## src/rtl/hex_image_streamer.sv

```systemverilog
// hex_image_streamer
// Walks the program-image RAM from address 0 and hands the low byte of each
// word to the UART transmitter, one byte per UART transaction. The walk ends
// on the end-of-image marker word, on the last RAM address, or when the UART
// fails to acknowledge a start pulse.
//
// Ports:
//   CLK_UART_i    system/UART clock, rising edge
//   RST_i         synchronous active-high reset
//   start_i       start request (rising edge detected internally)
//   mem_addr_o    RAM read address
//   mem_q_i       RAM read data, valid one cycle after the address is sampled
//   uart_start_o  one-cycle start pulse to UART TX
//   uart_data_o   byte to transmit
//   uart_busy_i   UART TX busy
//   busy_o        streamer active
//   done_o        image finished (held until next accepted start or reset)
//   overrun_o     last address reached without an end marker
//   timeout_o     UART never acknowledged a start pulse
//   byte_count_o  bytes sent since the last accepted start
//
// Build option: define HEX_STREAM_CHECKSUM_EN to append a two's-complement
// checksum byte after the last image byte (end-marker exit only).
//
// state     | meaning
// ----------+-----------------------------------------------------------
// IDLE      | waiting for a start edge
// READ      | address presented to the RAM
// EVAL      | RAM word valid; end marker check, byte latched
// WAIT_FREE | waiting for the UART to become free
// SEND      | start pulse issued, ack timer loaded
// WAIT_ACK  | waiting for the UART to raise busy
// WAIT_DONE | frame in flight; advance address when busy falls
// DONE      | image finished; a start edge restarts from address 0

module hex_image_streamer #(
  parameter int                ADDR_W      = 10,
  parameter int                DATA_W      = 10,
  parameter int                DEPTH       = 1000,
  parameter logic [DATA_W-1:0] END_MARK    = 10'h1FF,
  parameter int                ACK_TIMEOUT = 15
) (
  input  logic              CLK_UART_i,
  input  logic              RST_i,
  input  logic              start_i,
  output logic [ADDR_W-1:0] mem_addr_o,
  input  logic [DATA_W-1:0] mem_q_i,
  output logic              uart_start_o,
  output logic [7:0]        uart_data_o,
  input  logic              uart_busy_i,
  output logic              busy_o,
  output logic              done_o,
  output logic              overrun_o,
  output logic              timeout_o,
  output logic [ADDR_W:0]   byte_count_o
);

  localparam int                ACK_W     = $clog2(ACK_TIMEOUT + 1);
  localparam logic [ADDR_W-1:0] LAST_ADDR = ADDR_W'(DEPTH - 1);
  localparam logic [ADDR_W-1:0] ADDR_ONE  = ADDR_W'(1);
  localparam logic [ADDR_W:0]   CNT_ONE   = (ADDR_W + 1)'(1);
  localparam logic [ACK_W-1:0]  ACK_LOAD  = ACK_W'(ACK_TIMEOUT - 1);
  localparam logic [ACK_W-1:0]  ACK_ONE   = ACK_W'(1);

  typedef enum logic [2:0] {
    IDLE,
    READ,
    EVAL,
    WAIT_FREE,
    SEND,
    WAIT_ACK,
    WAIT_DONE,
    DONE
  } state_t;

  state_t           state;
  logic             start_q;
  logic             start_armed;
  logic             start_edge;
  logic [ACK_W-1:0] ack_cnt;

`ifdef HEX_STREAM_CHECKSUM_EN
  logic [7:0] sum;
  logic       cks_phase;
`endif

  // start_armed keeps a start_i that is already high when reset lifts from
  // counting as a fresh request; start_i must be seen low first.
  assign start_edge = start_i & ~start_q & start_armed;

  always_ff @(posedge CLK_UART_i) begin
    if (RST_i) begin
      state        <= IDLE;
      start_q      <= 1'b0;
      start_armed  <= ~start_i;
      ack_cnt      <= '0;
      mem_addr_o   <= '0;
      uart_start_o <= 1'b0;
      uart_data_o  <= '0;
      busy_o       <= 1'b0;
      done_o       <= 1'b0;
      overrun_o    <= 1'b0;
      timeout_o    <= 1'b0;
      byte_count_o <= '0;
`ifdef HEX_STREAM_CHECKSUM_EN
      sum          <= '0;
      cks_phase    <= 1'b0;
`endif
    end else begin
      start_q      <= start_i;
      uart_start_o <= 1'b0;
      if (!start_i) start_armed <= 1'b1;

      case (state)
        IDLE, DONE: begin
          if (start_edge) begin
            state        <= READ;
            mem_addr_o   <= '0;
            byte_count_o <= '0;
            done_o       <= 1'b0;
            overrun_o    <= 1'b0;
            timeout_o    <= 1'b0;
            busy_o       <= 1'b1;
`ifdef HEX_STREAM_CHECKSUM_EN
            sum          <= '0;
            cks_phase    <= 1'b0;
`endif
          end
        end

        READ: state <= EVAL;

        EVAL: begin
          if (mem_q_i == END_MARK) begin
`ifdef HEX_STREAM_CHECKSUM_EN
            // Checksum byte makes the sum of all sent bytes zero mod 256.
            uart_data_o <= ~sum + 8'd1;
            cks_phase   <= 1'b1;
            state       <= WAIT_FREE;
`else
            state       <= DONE;
            done_o      <= 1'b1;
            busy_o      <= 1'b0;
`endif
          end else begin
            uart_data_o <= mem_q_i[7:0];
            state       <= WAIT_FREE;
          end
        end

        WAIT_FREE: begin
          if (!uart_busy_i) begin
            state        <= SEND;
            uart_start_o <= 1'b1;
          end
        end

        SEND: begin
          ack_cnt <= ACK_LOAD;
          state   <= WAIT_ACK;
`ifdef HEX_STREAM_CHECKSUM_EN
          sum     <= sum + uart_data_o;
`endif
        end

        // Busy wins over the timer: an ack in the last allowed cycle counts.
        WAIT_ACK: begin
          if (uart_busy_i) begin
            state <= WAIT_DONE;
          end else if (ack_cnt == '0) begin
            timeout_o <= 1'b1;
            done_o    <= 1'b1;
            busy_o    <= 1'b0;
            state     <= DONE;
          end else begin
            ack_cnt <= ack_cnt - ACK_ONE;
          end
        end

        WAIT_DONE: begin
          if (!uart_busy_i) begin
            byte_count_o <= byte_count_o + CNT_ONE;
`ifdef HEX_STREAM_CHECKSUM_EN
            if (cks_phase) begin
              done_o <= 1'b1;
              busy_o <= 1'b0;
              state  <= DONE;
            end else
`endif
            if (mem_addr_o == LAST_ADDR) begin
              overrun_o <= 1'b1;
              done_o    <= 1'b1;
              busy_o    <= 1'b0;
              state     <= DONE;
            end else begin
              mem_addr_o <= mem_addr_o + ADDR_ONE;
              state      <= READ;
            end
          end
        end

        default: state <= IDLE;
      endcase
    end
  end

endmodule

```

## config.mk

```make
export PLATFORM = sky130hd
export DESIGN_NAME = hex_image_streamer
export DESIGN_NICKNAME = d
export VERILOG_FILES = /design/src/rtl/hex_image_streamer.sv
export SDC_FILE = /design/constraint.sdc
export NUM_CORES = 1
export LEC_CHECK = 0
export CELL_PAD_IN_SITES_DETAIL_PLACEMENT = 0
export CELL_PAD_IN_SITES_GLOBAL_PLACEMENT = 1
export CORE_ASPECT_RATIO = 0.5
export CORE_UTILIZATION = 33
export DETAILED_ROUTE_END_ITERATION = 8
export PLACE_DENSITY = 0.71
export SETUP_SLACK_MARGIN = 0.2
export SLEW_MARGIN = 20
export SYNTH_ARGS = -nofsm -noshare
export SYNTH_HDL_FRONTEND = slang
export SYNTH_SLANG_ARGS = --single-unit
```

## constraint.sdc

```tcl
create_clock -name CLK_UART_i -period 1.9 [get_ports CLK_UART_i]
set_clock_uncertainty 0.05 [all_clocks]
set_input_delay 0.19 -clock CLK_UART_i [delete_from_list [all_inputs] [get_ports CLK_UART_i]]
set_output_delay 0.19 -clock CLK_UART_i [all_outputs]
set_load 0.05 [all_outputs]
```

* After elaboration in Yosys (flattened, before gate mapping)
Cells that the tools add are included.
Word-level totals: register bits 43, logic and storage cells 94
Operators by class: add/subtract/negate cells 3, eq/ne operators 20, multiplexer cells 37, bitwise logic cells 6, reduce and logical (&&, ||, !) cells 16
Operators by type and width (count):
- two-way mux 10 bit | 3
- two-way mux 11 bit | 2
- case mux 11 bit (2 select lines) | 1
- two-way mux 3 bit | 7
- case mux 3 bit (7 select lines) | 1
- != test 2 bit, second input constant | 10
- case mux 10 bit (2 select lines) | 1
- AND reduction 4 bit | 4
- two-way mux 1 bit | 15
- == test 3 bit, second input constant | 4
- adder 11 x 1 -> 11 bit, second input constant | 1
- adder 10 x 1 -> 10 bit, second input constant | 1
- == test 10 bit, second input constant | 1
- == test 10 x 9 -> 1 bit, second input constant | 1
- two-way mux 4 bit | 2
- case mux 1 bit (4 select lines) | 2
- case mux 4 bit (2 select lines) | 1
- AND reduction 7 bit | 1
- == test 3 x 2 -> 1 bit, second input constant | 2
- AND reduction 3 bit | 2
- nonzero test 2 bit | 3
- logical NOT 4 bit | 1
- inverter 1 bit | 4
- case mux 1 bit (2 select lines) | 2
- 8 further kinds | 10

* Longest topological paths before layout
word-level depth 5, mapped depth 7, gate-level depth less buffers 7

* Worst setup path before layout
Ideal clock, no wire load.
path type reg2reg, from register mem_addr_o[0], to register mem_addr_o[3], setup time 0.071 ns, data arrival time 2.082 ns, required time 1.779 ns, slack -0.303 ns, cell stages (with the launch flop) 7, cell sequence dfxtp_1 ha_1 nor4bb_1 nand3_1 a211oi_2 o21ai_0 a21oi_1
On the way: longest elaborated chain between the ends 4, elaborated cells on any way between the ends 7
RTL lines:
- start: declaration | line 46 | output logic [ADDR_W-1:0] mem_addr_o,
- start signal: assignment | line 196 | mem_addr_o <= mem_addr_o + ADDR_ONE;
- adder 10 x 1 -> 10 bit | line 196
- two-way mux 10 bit | line 190 | if (mem_addr_o == LAST_ADDR) begin
- two-way mux 10 bit | line 181 | if (!uart_busy_i) begin
- case mux 10 bit (2 select lines) | line 114 | case (state)
Parallel ways exist; a longest one is shown, timed or not. The select of a mux whose other input is x is not followed. A chain may end at the register's enable or synchronous reset.

* Final worst setup path
from register state[0], to register mem_addr_o[8]
On the way: longest elaborated chain between the ends 4, elaborated cells on any way between the ends 10
RTL lines:
- start: declaration | line 76 | state_t state;
- start signal: assignment | line 93 | state <= IDLE;
- start signal: assignment | line 117 | state <= READ;
- start signal: assignment | line 131 | READ: state <= EVAL;
- == test 3 bit or logical NOT 3 bit (tied branches) | line 114
- OR reduction 2 bit | line 114
- != test 2 bit (no source line) or nonzero test 2 bit (tied branches)
- AND reduction 4 bit (no source line)
Parallel ways exist; a longest one is shown, timed or not.

==> flow_metrics.py <==
metrics = {
    "outcome": {
        "status": "complete, no violations",
    },
    "critical_path": {
        "crit_chain": "or2_4, a21oi_4, buf_6, o21ai_1, or3_1, a21oi_2",
        "cp-end-kind": "flop",
        "crit_arrival_ns": 1.90,
        "crit_path_top_delay_cell": "or3_1",
        "cp-start-kind": "flop",
        "required_ns": 2.07,
        "slowest_delay_ns": 0.39,
        "critPathKind": "flop to flop",
        "cp_num_buf_inv": 1,
        "cp_top_family": "simple AND/OR/NAND/NOR gates",
        "cp_max_fo": 6,
    },
    "routing": {
        "met2_length_um": 2390,
        "drt_iter0_drc": 123,
        "met1_length_um": 2550,
        "dr_wl_met3_um": 248,
        "drc": 0,
        "wl_um": 5270,
        "postRouteAntennaNets": 0,
        "wl_per_cell_um": 13.2,
        "top_layer_used": "met4",
        "drt-pass1-iter-count": 4,
        "vias": 2040,
        "vias_per_cell": 5.10,
    },
    "layout": {
        "area_growth_pct": 59.9,
        "nets": 343,
        "num-fill-cells": 525,
        "final_common_cell": "buf_4",
        "final_cell_mix": "buf_4, nor2_1, dfxtp_1, clkdlybuf4s50_1, a21oi_1",
        "drive_above_1_share_pct": 29.7,
        "n_antenna_cell": 0,
    },
    "power_and_ir_drop": {
        "p_comb_share_pct": 16.1,
        "ir_worst_vdd_uv": 406,
        "p_int_mw": 1.66,
        "switching_power_mw": 0.573,
        "clkPwrFrac_pct": 41.0,
        "power.leakage_nw": 1.45,
        "p_sw_share_pct": 25.7,
        "powerDensity_mw_per_mm2": 685,
        "seqPwrFrac_pct": 42.9,
    },
    "floorplan": {
        "start_util_pct": 35.7,
        "boundaryPins": 48,
        "fp.coreArea_mm2": 0.00571,
        "dieArea_mm2": 0.00651,
        "die_h_um": 57.5,
        "die_x_um": 113,
        "rows": 19,
    },
    "synthesis": {
        "synthFlopType": "dfxtp_1",
        "synth-edff-count": 1,
        "yosysWarningCount": 0,
        "yosysTopAreaCellShare_pct": 41.3,
        "synthArstFlopShare_pct": 0,
        "avgSynthCellArea_um2": 8.63,
        "yosysUniqueCellTypes": 46,
        "synth-seq-cells": 43,
        "syn_area_mm2": 0.00204,
        "synthTopCellsByArea": "dfxtp_1, nor2_1, a21oi_1, mux2i_1, xor2_1",
        "synth_top_area_cell": "dfxtp_1",
        "syn_inst": 236,
        "seq_area_frac_synth_pct": 42.8,
        "synth_nets": 253,
    },
    "clocking": {
        "clkSinkCount": 43,
        "path_clk_slew_ns": 0.06,
        "clock_path_buffers": 2,
        "cts_hold_buf": 0,
        "cts_tree": "built",
        "insertion_delay_ns": 0.29,
        "numCtsBuffers": 5,
        "root_buffer": "clkbuf_16",
        "htreeDepth": 2,
    },
    "timing": {
        "rsz0062_at_grt": "yes",
        "timing.slew.headroom_pct": 65.8,
        "tightest_slew_ns": 0.513,
        "finalCritPeriodShare_pct": 90.9,
        "finalMaxSlewViolations": 0,
        "whs_ns": 0.315,
        "clock.fmax_mhz": 579,
        "fin_ws_ns": 0.173,
        "post-route-min-period_ns": 1.73,
        "finalHoldViolCount": 0,
        "setup_viol": 0,
    },
    "grt": {
        "first_global_vias": 1830,
        "grt_start_max_net_pins": 19,
        "grt_antenna_before_repair": 0,
        "grt_usage_pct": 17.0,
        "grt_overflow": 0,
        "grt_pass1_wl_um": 8500,
    },
    "worst_hold_path": {
        "hp-class": "primary input to flop",
    },
    "placement": {
        "dp_slack_ns": -0.176,
        "hpwl_um": 3720,
        "io_buffers": 47,
        "gp_congestion": 0.765,
    },
    "flow_run": {
        "drv_cap": 0,
    },
}
## repair_timing
action                                  CTS  global route
resized for setup                        32            23
endpoints found under the setup margin   36            34
pin swaps                                12             9
buffers inserted                          7             9
## final cells by class
cell class / instances / area, um^2 / area share [%]
multi-input combinational: 173 / 1220 / 37.4
clock buffer: 8 / 156 / 4.81
tap: 73 / 91.3 / 2.81
inverter: 11 / 41.3 / 1.27
sequential: 43 / 911 / 28.0
timing repair buffer: 92 / 837 / 25.7
## metal layers
metal	vias to the layer above	global-route usage [%]
li1	1033	-
met1	962	22.2
met2	38	26.1
met3	7	5.31
met4	0	7.33
met5	-	0
## sequential cells by signal, indices dropped and copies added (netlist names)
register / cells
byte_count_o: 11
mem_addr_o: 10
uart_data_o: 8
ack_cnt: 4
state: 3
busy_o: 1
done_o: 1
overrun_o: 1
start_armed: 1
start_q: 1
timeout_o: 1
uart_start_o: 1
## metrics by stage
| stage | utilization (%) | total power, mW | cells | cell area (um^2) | TNS [ns] |
|---|---|---|---|---|---|
| 2_1_floorplan | - | 1.16 | 236 | 2130 | 0 |
| 3_3_place_gp | 50.5 | 1.31 | 376 | 2880 | -1.90 |
| 3_5_place_dp | 50.5 | 1.31 | 376 | 2880 | -2.60 |
| 4_1_cts | 54.3 | 2.24 | 391 | 3100 | 0 |
| 5_1_grt | 57.0 | 2.31 | 400 | 3250 | 0 |
| 6_report | 57.0 | 2.23 | 400 | 3250 | 0 |
## final timing paths
| check | slack (ns) | start | depth (start not counted) | endpoint |
|---|---|---|---|---|
| max reg2reg | 0.17 | state[0] | 6 | mem_addr_o[8] |
| min | 0.32 | start_i | 2 | start_armed |
| min reg2reg | 0.40 | uart_data_o[4] | 2 | uart_data_o[4] |
| max | 0.17 | state[0] | 6 | mem_addr_o[8] |
## power groups by stage
| stage | Combinational, mW | Clock, mW | Sequential [mW] |
|---|---|---|---|
| 3_3_place_gp | 0.335 | 0 | 0.974 |
| 3_5_place_dp | 0.338 | 0 | 0.974 |
| 2_1_floorplan | 0.133 | 0 | 1.03 |
| 4_1_cts | 0.349 | 0.936 | 0.955 |
| 6_report | 0.359 | 0.914 | 0.956 |
| 5_1_grt | 0.386 | 0.967 | 0.958 |
## synth_stat cells (4+ instances only)
| library cell | instances |
|---|---|
| dfxtp_1 | 42 |
| nor2_1 | 30 |
| a21oi_1 | 21 |
| nand2_1 | 15 |
| o21ai_0 | 13 |
| inv_1 | 11 |
| or3_1 | 11 |
| xor2_1 | 8 |
| mux2i_1 | 7 |
| clkbuf_1 | 6 |
| nand3_1 | 6 |
| nand4_1 | 5 |
| o2111ai_1 | 5 |
| a211oi_1 | 4 |
| nand2b_1 | 4 |
| nor3_1 | 4 |
## kinds of logic (layout without fill, tap and decap cells)
family,Yosys count,after routing,share of synthesized area [%]
simple gates,97,97,25.9
compound gates,58,58,18.7
flops,43,43,42.8
buf+inv,20,111,3.87
xor+xnor,8,8,3.44
mux,7,7,3.44
fa+ha+maj,3,3,1.84
## worst register-to-register path: stages (launching register included)
cell and delay [ns]:
dfxtp_4 0.38, or2_4 0.25, a21oi_4 0.21, buf_6 0.14
o21ai_1 0.09, or3_1 0.39, a21oi_2 0.14
Note: power is estimated with default switching activity, not from simulation.
